===== config.mk =====
export PLATFORM = sky130hd
export DESIGN_NAME = mp3_sine_gen
export DESIGN_NICKNAME = d
export VERILOG_FILES = /design/src/rtl/mp3_sine_gen.sv
export SDC_FILE = /design/constraint.sdc
export NUM_CORES = 1
export LEC_CHECK = 0
export CELL_PAD_IN_SITES_DETAIL_PLACEMENT = 0
export CELL_PAD_IN_SITES_GLOBAL_PLACEMENT = 2
export CORE_UTILIZATION = 39
export DETAILED_ROUTE_END_ITERATION = 10
export DONT_BUFFER_PORTS = 1
export PLACE_DENSITY_LB_ADDON = 0.1
export REMOVE_ABC_BUFFERS = 1
export SYNTH_ARGS = -nofsm -noshare
export SYNTH_HDL_FRONTEND = slang
export SYNTH_SLANG_ARGS = --single-unit
export TNS_END_PERCENT = 100

===== constraint.sdc =====
create_clock -name clk -period 4.1 [get_ports clk]
set_input_delay 0.41 -clock clk [delete_from_list [all_inputs] [get_ports clk]]
set_output_delay 0.41 -clock clk [all_outputs]
set_load 0.02 [all_outputs]

===== src/rtl/mp3_sine_gen.sv =====
// Free-running 512-sample sine generator for a 10-bit parallel R-2R DAC.
// A quarter-wave ROM is mirrored and inverted by quadrant. The sample is registered before it reaches the pins.
module mp3_sine_gen (
  input  logic clk,
  input  logic rst_n,
  output logic dac_bit9,
  output logic dac_bit8,
  output logic dac_bit7,
  output logic dac_bit6,
  output logic dac_bit5,
  output logic dac_bit4,
  output logic dac_bit3,
  output logic dac_bit2,
  output logic dac_bit1,
  output logic dac_bit0
);

  logic [8:0] phase;
  logic [9:0] sample;
  logic [1:0] quad;
  logic [6:0] idx;
  logic [6:0] addr;
  logic [8:0] qval;
  logic [9:0] next_sample;

  assign quad = phase[8:7];
  assign idx  = phase[6:0];
  // Odd quadrants read the quarter table backwards.
  assign addr = quad[0] ? (7'd127 - idx) : idx;

  // round(511*sin(2*pi*(k+0.5)/512)). The half-sample offset keeps midscale out of the run-time output.
  always_comb begin
    qval = '0;
    case (addr)
      7'd0:   qval = 9'd3;
      7'd1:   qval = 9'd9;
      7'd2:   qval = 9'd16;
      7'd3:   qval = 9'd22;
      7'd4:   qval = 9'd28;
      7'd5:   qval = 9'd34;
      7'd6:   qval = 9'd41;
      7'd7:   qval = 9'd47;
      7'd8:   qval = 9'd53;
      7'd9:   qval = 9'd59;
      7'd10:  qval = 9'd66;
      7'd11:  qval = 9'd72;
      7'd12:  qval = 9'd78;
      7'd13:  qval = 9'd84;
      7'd14:  qval = 9'd90;
      7'd15:  qval = 9'd97;
      7'd16:  qval = 9'd103;
      7'd17:  qval = 9'd109;
      7'd18:  qval = 9'd115;
      7'd19:  qval = 9'd121;
      7'd20:  qval = 9'd127;
      7'd21:  qval = 9'd133;
      7'd22:  qval = 9'd139;
      7'd23:  qval = 9'd145;
      7'd24:  qval = 9'd151;
      7'd25:  qval = 9'd157;
      7'd26:  qval = 9'd163;
      7'd27:  qval = 9'd169;
      7'd28:  qval = 9'd175;
      7'd29:  qval = 9'd181;
      7'd30:  qval = 9'd187;
      7'd31:  qval = 9'd193;
      7'd32:  qval = 9'd198;
      7'd33:  qval = 9'd204;
      7'd34:  qval = 9'd210;
      7'd35:  qval = 9'd216;
      7'd36:  qval = 9'd221;
      7'd37:  qval = 9'd227;
      7'd38:  qval = 9'd233;
      7'd39:  qval = 9'd238;
      7'd40:  qval = 9'd244;
      7'd41:  qval = 9'd249;
      7'd42:  qval = 9'd255;
      7'd43:  qval = 9'd260;
      7'd44:  qval = 9'd265;
      7'd45:  qval = 9'd271;
      7'd46:  qval = 9'd276;
      7'd47:  qval = 9'd281;
      7'd48:  qval = 9'd286;
      7'd49:  qval = 9'd292;
      7'd50:  qval = 9'd297;
      7'd51:  qval = 9'd302;
      7'd52:  qval = 9'd307;
      7'd53:  qval = 9'd312;
      7'd54:  qval = 9'd317;
      7'd55:  qval = 9'd322;
      7'd56:  qval = 9'd327;
      7'd57:  qval = 9'd331;
      7'd58:  qval = 9'd336;
      7'd59:  qval = 9'd341;
      7'd60:  qval = 9'd345;
      7'd61:  qval = 9'd350;
      7'd62:  qval = 9'd355;
      7'd63:  qval = 9'd359;
      7'd64:  qval = 9'd364;
      7'd65:  qval = 9'd368;
      7'd66:  qval = 9'd372;
      7'd67:  qval = 9'd377;
      7'd68:  qval = 9'd381;
      7'd69:  qval = 9'd385;
      7'd70:  qval = 9'd389;
      7'd71:  qval = 9'd393;
      7'd72:  qval = 9'd397;
      7'd73:  qval = 9'd401;
      7'd74:  qval = 9'd405;
      7'd75:  qval = 9'd409;
      7'd76:  qval = 9'd412;
      7'd77:  qval = 9'd416;
      7'd78:  qval = 9'd420;
      7'd79:  qval = 9'd423;
      7'd80:  qval = 9'd427;
      7'd81:  qval = 9'd430;
      7'd82:  qval = 9'd433;
      7'd83:  qval = 9'd437;
      7'd84:  qval = 9'd440;
      7'd85:  qval = 9'd443;
      7'd86:  qval = 9'd446;
      7'd87:  qval = 9'd449;
      7'd88:  qval = 9'd452;
      7'd89:  qval = 9'd455;
      7'd90:  qval = 9'd458;
      7'd91:  qval = 9'd461;
      7'd92:  qval = 9'd463;
      7'd93:  qval = 9'd466;
      7'd94:  qval = 9'd468;
      7'd95:  qval = 9'd471;
      7'd96:  qval = 9'd473;
      7'd97:  qval = 9'd476;
      7'd98:  qval = 9'd478;
      7'd99:  qval = 9'd480;
      7'd100: qval = 9'd482;
      7'd101: qval = 9'd484;
      7'd102: qval = 9'd486;
      7'd103: qval = 9'd488;
      7'd104: qval = 9'd490;
      7'd105: qval = 9'd492;
      7'd106: qval = 9'd493;
      7'd107: qval = 9'd495;
      7'd108: qval = 9'd496;
      7'd109: qval = 9'd498;
      7'd110: qval = 9'd499;
      7'd111: qval = 9'd501;
      7'd112: qval = 9'd502;
      7'd113: qval = 9'd503;
      7'd114: qval = 9'd504;
      7'd115: qval = 9'd505;
      7'd116: qval = 9'd506;
      7'd117: qval = 9'd507;
      7'd118: qval = 9'd508;
      7'd119: qval = 9'd508;
      7'd120: qval = 9'd509;
      7'd121: qval = 9'd509;
      7'd122: qval = 9'd510;
      7'd123: qval = 9'd510;
      7'd124: qval = 9'd511;
      7'd125: qval = 9'd511;
      7'd126: qval = 9'd511;
      7'd127: qval = 9'd511;
    endcase
  end

  // Upper half-period sits above midscale and the lower half mirrors it below. Neither branch can overflow.
  assign next_sample = quad[1] ? (10'd511 - {1'b0, qval}) : (10'd512 + {1'b0, qval});

  always_ff @(posedge clk or negedge rst_n) begin
    if (!rst_n) begin
      phase  <= '0;
      sample <= 10'd512;
    end else begin
      sample <= next_sample;
      phase  <= phase + 9'd1;
    end
  end

  assign dac_bit9 = sample[9];
  assign dac_bit8 = sample[8];
  assign dac_bit7 = sample[7];
  assign dac_bit6 = sample[6];
  assign dac_bit5 = sample[5];
  assign dac_bit4 = sample[4];
  assign dac_bit3 = sample[3];
  assign dac_bit2 = sample[2];
  assign dac_bit1 = sample[1];
  assign dac_bit0 = sample[0];

endmodule


==> results_dict.tcl <==
set metrics [dict create \
    final_cell_area_um2 3498 \
    post_synth_instance_area_um2 3482 \
    cp_cell_sequence "xnor2_1, buf_4, inv_1, ha_1, nor2b_1, or3_1, a41oi_1, or3_1, a221oi_2, xnor2_1" \
    p_leak_nw 1.236 \
    clock_latency_ns 0.28 \
    fin_tns_setup_ns 0 \
    syn_inst 474 \
    drtIter0Drc 396 \
    clock_sinks 19 \
    vdd_drop_max_uv 60.07 \
    finClkSkew_ns 0.01595 \
    rsz0062_at_grt "no" \
    rows 34 \
    crit_path_end_kind "flop" \
    coreArea_um2 8678 \
    syn_area_per_cell_um2 7.346 \
    wl_mm 14.00 \
    layout.cells.non_filler 544 \
    seq_area_um2 480.5 \
    multi_input_area_um2 2669 \
    yosysSeqAreaShare_pct 13.69 \
    post_cts_buffers 0 \
    die_area_um2 9310 \
    setup_viol 0 \
    grt_pass1_vias 3349 \
    final_nets 452 \
    start_util_pct 40.12 \
    via_count 3860 \
    synth_cell_types 77 \
    grt_use_total_pct 31.01 \
    cp_top_family "simple AND/OR/NAND/NOR gates" \
    arrival_ns 3.38 \
    antenna_cells 0 \
    powerDensity_nw_per_um2 98.26 \
    slew_headroom_pct 32.77 \
    die_h_um 96.49 \
    yosys_warnings 0 \
    worstPathMaxFanout 17 \
    die_x_um 96.49 \
    crit_required_ns 4.31 \
    antenna_found_initial 0 \
    overflow 0 \
    dp_cells 539 \
    grt_pass1_wl_mm 21.04 \
    ys_async_sr_fraction_pct 100.0 \
    fillers 967 \
    drc 0 \
    place_hpwl_mm 9.911 \
    vias_per_cell 7.096 \
    timing.final.crit_period_ns 3.171 \
    place_congestion 0.9372 \
    syn_to_final_growth_pct 0.4672 \
    hp-class "reg -> reg" \
    dr.pass1.iters 5 \
    layout_commonest_cell "a21oi_1" \
    fin_crit_sh_pct 77.33 \
    run_status "finished, final reports clean" \
    cts-root-buf "clkbuf_8" \
    final_cell_mix "a21oi_1, nor2_1, nand2_1" \
    ant_nets 0 \
    slowest_delay_ns 0.66 \
    synthFlopType "dfrtp_1" \
    cts_buffers 3 \
    drive_gt1_share_pct 8.486 \
    grt_max_degree 68 \
    fmax_ghz 0.3154 \
    final_hold_viol_count 0 \
    synth_edf_count 0 \
    wire_per_inst_um 25.73 \
    cap_violations 0 \
    whs_ns 0.5058 \
    worstSetupPathType "reg -> reg" \
    ioPinCount 12 \
    tightest_slew_ns 1.005 \
    place_area_um2 3440 \
    crit_path_top_delay_cell "ha_1" \
    slew_viol_final 0 \
    ys_ff_latch 19 \
    ctsHoldBuffers 1 \
    path_buf_inv 2 \
    ctsResizeCount 0 \
    worstSetupStartpointType "flop" \
    clk_pin_slew_ns 0.10 \
    numPortBuffers 0 \
    clockBufferDepth 2 \
    htreeDepth 1 \
    cts_tree "done" \
]
[state kept, by name, indices dropped and copies added (netlist names)]
| signal | flops |
|---|---|
| sample | 10 |
| phase | 9 |
[metal layers]
layer,vias to the layer above,GRT usage (%),routed length (um)
met2,252,45.36,6101
met1,1860,44.50,5909
met4,0,12.87,575
li1,1702,-,-
met3,46,5.086,1410
met5,-,0,0
[cell families (layout without fill, tap and decap cells)]
group	Yosys count	after routing	share of synthesized area [%]
multiplexers	7	7	2.048
XOR/XNOR	27	27	7.654
adder cells (fa/ha/maj)	13	13	4.671
AND/OR/NAND/NOR	163	163	25.37
buffers and inverters	69	31	9.665
flip-flops	19	19	13.69
AO/OA/AOI/OAI	176	176	36.90
[per-stage QoR]
stage          total power [W]  utilization (%)  setup slack (ns)
6_report             0.0003437            40.31            0.9294
5_1_grt              0.0003541            40.31            0.7071
4_1_cts              0.0003457            40.31            0.9656
3_5_place_dp         0.0001910            39.63            0.9938
3_3_place_gp         0.0001910            39.63             1.039
2_1_floorplan        0.0001910                -            0.2187
[layout make-up]
| type | instances | share of cell area (%) |
|---|---|---|
| multi-input cells | 386 | 76.29 |
| repair buffers | 13 | 3.219 |
| well taps | 108 | 3.863 |
| clock buffers | 3 | 1.180 |
| flip-flops and latches | 19 | 13.73 |
| inverters | 14 | 1.502 |
| clock inverters | 1 | 0.2146 |
[power by group]
group,switching [W],total (W),leakage (nW),internal (W)
logic,0.00000412,0.00000476,0.996,0.000000632
registers,0,0.000187,0.219,0.000187
clock network,0.0000827,0.000152,0.0217,0.0000690
[final timing paths]
check / to / startpoint / cells past startpoint / slack [ns]
min: phase[6] / phase[6] / 1 / 0.51
min reg2reg: phase[6] / phase[6] / 1 / 0.51
max reg2reg: sample[2] / phase[7] / 10 / 0.93
min in group asynchronous: phase[6] / rst_n / 1 / 0.74
max in group asynchronous: phase[7] / rst_n / 1 / 2.69
max: sample[2] / phase[7] / 10 / 0.93
[cell usage after synthesis, drive strengths merged (3+ instances only)]
master	count	area, um2
nand4	3	18.77
dfrtp	18	450.4
o21ai	25	125.1
nand2b	14	90.09
o221ai	5	43.79
and3	5	31.28
nand3	14	70.07
ha	13	162.7
buf	39	224.0
a311oi	5	43.79
a2111oi	5	56.31
o21a	3	22.52
inv	14	52.55
nor2b	20	125.1
o2bb2ai	3	26.28
a221o	4	40.04
o31ai	5	37.54
nand2	30	112.6
a221oi	9	97.59
o311ai	3	33.79
a22oi	5	37.54
xor2	8	77.58
nand3b	5	37.54
or3b	3	26.28
a211o	4	35.03
mux2i	6	60.06
a21oi	35	175.2
o22ai	11	68.82
and2	5	31.28
a31oi	5	31.28
o211ai	14	105.1
xnor2	19	188.9
clkbuf	16	60.06
or2	4	25.03
nor2	31	116.4
or3	10	62.56
a211oi	9	67.56
o2111ai	5	43.79
nor3	7	35.03
[worst register-to-register path, cell delays in order (launching register included)]
cell      delay [ns]
dfrtp_2         0.45
xnor2_1         0.15
buf_4           0.17
inv_1           0.12
ha_1            0.66
nor2b_1         0.40
or3_1           0.19
a41oi_1         0.11
or3_1           0.37
a221oi_2        0.33
xnor2_1         0.16
(Power assumes the default switching activity.)
